[config.mk]
export PLATFORM = sky130hd
export DESIGN_NAME = vliw_mem_sched
export DESIGN_NICKNAME = d
export VERILOG_FILES = /design/src/rtl/vliw_pkg.sv /design/src/rtl/vliw_mem_sched.sv
export SDC_FILE = /design/constraint.sdc
export NUM_CORES = 1
export LEC_CHECK = 0
export BUFFER_PORTS_ARGS = -buffer_cell sky130_fd_sc_hd__buf_2
export CAP_MARGIN = 20
export CORE_ASPECT_RATIO = 1.4
export CORE_MARGIN = 2
export CORE_UTILIZATION = 40
export DETAILED_ROUTE_END_ITERATION = 7
export PLACE_DENSITY_LB_ADDON = 0.25
export SKIP_LAST_GASP = 1
export SYNTH_ARGS = -nofsm -noshare
export SYNTH_HDL_FRONTEND = slang
export SYNTH_SLANG_ARGS = --single-unit
export TNS_END_PERCENT = 5
[constraint.sdc]
create_clock -name clk -period 6.6 [get_ports clk]
set_input_delay 1.32 -clock clk [delete_from_list [all_inputs] [get_ports clk]]
set_output_delay 1.32 -clock clk [all_outputs]
set_load 0.02 [all_outputs]
[src/rtl/vliw_pkg.sv]
// Shared types for the VLIW memory-slot scheduler.
// State encoding, default widths and the memory request bundle.
package vliw_pkg;

    localparam int ADDR_W = 30;
    localparam int DATA_W = 32;
    localparam int RD_W   = 7;

    typedef enum logic [1:0] {
        IDLE  = 2'd0,
        SLOT3 = 2'd1,
        SLOT4 = 2'd2,
        DONE  = 2'd3
    } mem_sched_state_t;

    typedef struct packed {
        logic              we;
        logic [ADDR_W-1:0] addr;
        logic [DATA_W-1:0] wdata;
    } mem_req_t;

endpackage

[src/rtl/vliw_mem_sched.sv]
// Serialises the two memory slots of a VLIW bundle onto one memory port.
// Stalls the pipeline until both accesses finish; returns load data to WB.
module vliw_mem_sched #(
    parameter int ADDR_W = vliw_pkg::ADDR_W,
    parameter int DATA_W = vliw_pkg::DATA_W,
    parameter int RD_W   = vliw_pkg::RD_W
) (
    input  logic              clk,
    input  logic              rst,
    input  logic              stall,
    input  logic              mre3,
    input  logic              mwe3,
    input  logic [ADDR_W-1:0] addr3,
    input  logic [DATA_W-1:0] wdata3,
    input  logic [RD_W-1:0]   rd3,
    input  logic              mre4,
    input  logic              mwe4,
    input  logic [ADDR_W-1:0] addr4,
    input  logic [DATA_W-1:0] wdata4,
    input  logic [RD_W-1:0]   rd4,
    output logic              m_req,
    output logic              m_we,
    output logic [ADDR_W-1:0] m_addr,
    output logic [DATA_W-1:0] m_wdata,
    input  logic              m_ack,
    input  logic [DATA_W-1:0] m_rdata,
    output logic              mem_stall,
    output logic [RD_W-1:0]   wb_rd3,
    output logic [RD_W-1:0]   wb_rd4,
    output logic [DATA_W-1:0] wb_memdata3,
    output logic [DATA_W-1:0] wb_memdata4
);
    import vliw_pkg::*;

    mem_sched_state_t state_q, state_d;

    logic [DATA_W-1:0] data3_q, data3_d;
    logic [DATA_W-1:0] data4_q, data4_d;
    logic [RD_W-1:0]   wb_rd3_q, wb_rd3_d;
    logic [RD_W-1:0]   wb_rd4_q, wb_rd4_d;
    logic [DATA_W-1:0] wb_md3_q, wb_md3_d;
    logic [DATA_W-1:0] wb_md4_q, wb_md4_d;

    logic     op3, op4;
    logic     sel4, req, complete, adv;
    logic     ack3, ack4;
    mem_req_t req_sel;

    assign op3 = mre3 | mwe3;
    assign op4 = mre4 | mwe4;

    // Next state, slot select and completion; a load wins over a store.
    always_comb begin
        state_d  = state_q;
        req      = 1'b0;
        sel4     = 1'b0;
        complete = 1'b0;
        unique case (state_q)
            IDLE: begin
                sel4 = !op3;
                req  = op3 | op4;
                if (!(op3 | op4)) begin
                    complete = 1'b1;
                end else if (m_ack) begin
                    if (op3 && op4) begin
                        state_d = SLOT4;
                    end else begin
                        complete = 1'b1;
                        state_d  = stall ? DONE : IDLE;
                    end
                end else begin
                    state_d = op3 ? SLOT3 : SLOT4;
                end
            end
            SLOT3: begin
                req = 1'b1;
                if (m_ack) begin
                    if (op4) begin
                        state_d = SLOT4;
                    end else begin
                        complete = 1'b1;
                        state_d  = stall ? DONE : IDLE;
                    end
                end
            end
            SLOT4: begin
                req  = 1'b1;
                sel4 = 1'b1;
                if (m_ack) begin
                    complete = 1'b1;
                    state_d  = stall ? DONE : IDLE;
                end
            end
            DONE: begin
                complete = 1'b1;
                if (!stall) state_d = IDLE;
            end
            default: state_d = IDLE;
        endcase
    end

    // Slot mux, port drive, load capture and writeback next values.
    always_comb begin
        req_sel.we    = sel4 ? (mwe4 & !mre4) : (mwe3 & !mre3);
        req_sel.addr  = sel4 ? addr4 : addr3;
        req_sel.wdata = sel4 ? wdata4 : wdata3;

        m_req     = req & !rst;
        m_we      = req_sel.we & !rst;
        m_addr    = rst ? '0 : req_sel.addr;
        m_wdata   = rst ? '0 : req_sel.wdata;
        mem_stall = !complete & !rst;

        adv  = complete & !stall;
        ack3 = req & m_ack & !sel4;
        ack4 = req & m_ack & sel4;

        data3_d = ack3 ? m_rdata : data3_q;
        data4_d = ack4 ? m_rdata : data4_q;

        wb_rd3_d = adv ? {mre3, rd3[RD_W-2:0]} : '0;
        wb_rd4_d = adv ? {mre4, rd4[RD_W-2:0]} : '0;
        wb_md3_d = (adv && mre3) ? data3_d : '0;
        wb_md4_d = (adv && mre4) ? data4_d : '0;
    end

    // State, load holding and writeback registers.
    always_ff @(posedge clk or posedge rst) begin
        if (rst) begin
            state_q  <= IDLE;
            data3_q  <= '0;
            data4_q  <= '0;
            wb_rd3_q <= '0;
            wb_rd4_q <= '0;
            wb_md3_q <= '0;
            wb_md4_q <= '0;
        end else begin
            state_q  <= state_d;
            data3_q  <= data3_d;
            data4_q  <= data4_d;
            wb_rd3_q <= wb_rd3_d;
            wb_rd4_q <= wb_rd4_d;
            wb_md3_q <= wb_md3_d;
            wb_md4_q <= wb_md4_d;
        end
    end

    assign wb_rd3      = wb_rd3_q;
    assign wb_rd4      = wb_rd4_q;
    assign wb_memdata3 = wb_md3_q;
    assign wb_memdata4 = wb_md4_q;

endmodule

==> results.toml <==
[layout]
fin_util = 0.5599
area_growth_pct = 37.93
drive_gt1_frac = 0.4178
layout.nets = 1126
nFillCells = 1404

[outcome]
status = "finished clean"

[floorplanning]
die_area_sq_um = 16740
initial_core_util = 0.4060
core_sq_um = 15470
die-height_microns = 152.3
row_count = 54
dieWidth_microns = 109.9
ios = 321

[sta]
setup_viol = 0
rsz0062_at_grt = "false"
finalCritPeriodShare = 0.7087
worst_slew_pin_slew_ns = 1.027
max_freq_ghz = 0.2138
min_period_ns = 4.678
final_max_slew_viol_count = 0
slew_headroom = 0.3154
hold_violations = 0
fin_skew_ns = 0.01534
fin_setup_tns_ns = 0

[synth]
synth.avg_cell_area_sq_um = 9.845
synth_top_cell_area_share = 0.5737
yosysSeqAreaShare = 0.5737
synth_edf_count = 0
syn_nets = 822
synth_area_leaders = "dfrtp_1 (57%), nand2_1 (9.3%), a21oi_1 (7.6%)"
synthCells = 638
ys.flop_type = "dfrtp_1"
async_reset_ff_frac = 1.000
synth_area_sq_um = 6281
yosysTopAreaCell = "dfrtp_1"
synth.distinct_cells = 41
synth_seq_cells = 144
ys_warn_count = 0

[clocking]
cts_buffers = 17
clockBufferDepth = 2
cts_root_buffer = "clkbuf_16"
cts_tree = "yes"
cts-htree-levels = 4
post_cts_buffers = 0
clk_latency_ns = 0.42
cts_resized = 0
cts_sinks = 144
cts.clk_slew.worst_paths_ns = 0.06
ctsHoldBuffers = 0

[critical_path]
required_ns = 5.28
worstReg2RegStart = "state_q[0]"
crit_type = "input port to primary output"
crit_arrival_ns = 3.36
crit_fanout = 36
critPathLaunch = "mwe3"
cp-start-kind = "input port"
crit_path_end_kind = "primary output"

[hold_path]
worstHoldPathType = "register to register"
hp-start = "data4_q[8]"

[power]
p_per_area_nw_per_um2 = 453.2
peakVddDrop_mv = 0.2470
p_leak_nw = 4.782

[global_route]
antenna_found_initial = 2
grt_first_pass_wirelength_microns = 28140
grt_max_degree = 104
track_usage = 0.2229
grt_pass1_vias = 5524
overflow = 0

[routing]
drt_iter0_markers = 305
ant_nets = 0
vias = 5747
viasPerCell = 4.989
wl_microns = 18890
first_pass_iters = 4
wire_per_inst_microns = 16.40
drc_errors = 0

[job]
drv_cap = 0

[place]
portBuffers = 318
hpwl_microns = 13480
place_congestion = 0.8818
-- state kept, by name, indices dropped and copies added, names as in the netlist --
| name | cells |
|---|---|
| wb_rd4 | 7 |
| wb_memdata3 | 32 |
| wb_memdata4 | 32 |
| data4_q | 32 |
| data3_q | 32 |
| state_q | 2 |
| wb_rd3 | 7 |
-- worst max-delay path, cell delays in order --
cell	delay [ns]
buf_2	0.14
nor3b_2	0.42
or2_2	0.56
buf_12	0.26
buf_4	0.20
nand2_1	0.06
a21oi_1	0.18
buf_2	0.20
-- area by class of cell --
cell class | count | area [sq um] | area share
inverters | 9 | 38.79 | 0.004477
repair buffers | 330 | 1694 | 0.1956
flip-flops and latches | 144 | 3603 | 0.4159
clock buffers | 17 | 425.4 | 0.04910
well taps | 196 | 245.2 | 0.02831
multi-input cells | 440 | 2482 | 0.2865
clock inverters | 15 | 171.4 | 0.01979
diodes | 1 | 2.502 | 0.0002889
-- cells in the mapped netlist, types with 2 or more instances --
cell and n:
nor2b_1 29, mux2_2 18, or2_2 2, mux2_1 4, inv_1 9, clkbuf_1 33, buf_6 3, and2_1 12
nand3_1 32, nor2_1 9, a21boi_0 2, o221ai_1 2, ha_1 6, and2b_1 5, buf_1 8, mux2i_1 2
o21ai_0 36, nand2_1 156, mux2_4 10, dfrtp_1 144, o21a_1 2, a21oi_1 95
-- report_power, final --
part	switching (mW)	internal [mW]
clock	0.412	0.540
combinational	1.12	0.624
sequential	0.0681	1.16
-- logic make-up after synthesis --
| family | after synthesis | synth area share |
|---|---|---|
| AND/OR/NAND/NOR | 250 | 0.1793 |
| AO/OA/AOI/OAI | 150 | 0.1325 |
| flip-flops | 144 | 0.5737 |
| buffers and inverters | 54 | 0.03605 |
| multiplexers | 34 | 0.06653 |
| adder cells (fa/ha/maj) | 6 | 0.01195 |
-- final timing paths --
check | endpoint | slack, ns | depth (start not counted)
setup / recovery | m_addr[16] | 1.92 | 8
hold / removal | data4_q[8] | 0.48 | 1
setup reg to reg | wb_memdata3[22] | 3.72 | 8
hold reg to reg | data4_q[8] | 0.48 | 1
max in group asynchronous | data4_q[19] | 3.99 | 4
min in group asynchronous | data3_q[25] | 1.55 | 3
-- stage by stage --
stage	worst slack, ns	power, mW	hold slack [ns]	instance area, sq um	std cells
after floorplan	1.215	2.453	0.4539	6281	638
after global placement	1.609	2.962	0.4649	8044	1118
after detailed placement	1.910	2.998	0.4704	8064	1119
after CTS	1.903	3.967	0.4847	8661	1151
after global routing	1.770	4.187	0.5035	8663	1152
final	1.922	3.926	0.4821	8663	1152
-- routing by layer --
layer	vias up	part of all wire	track usage
li1	2746	-	-
met4	2	0.023	0.08981
met2	239	0.52	0.4023
met3	32	0.093	0.07015
met5	-	0.00069	0
met1	2728	0.36	0.2328
-- cells in the final DEF (no fill, tap or decap), types with 6 or more instances in the layout --
cell type  count
mux2_4        10
ha_1           6
dfrtp_1      144
mux2_2        18
clkbuf_16     17
o21ai_0       36
nand2_1      156
buf_2        318
and2_1        12
a21oi_1       95
nor2_1         8
nand3_1       32
inv_1          8
buf_4         11
nor2b_1       29
inv_6          7
(Power assumes the default switching activity.)
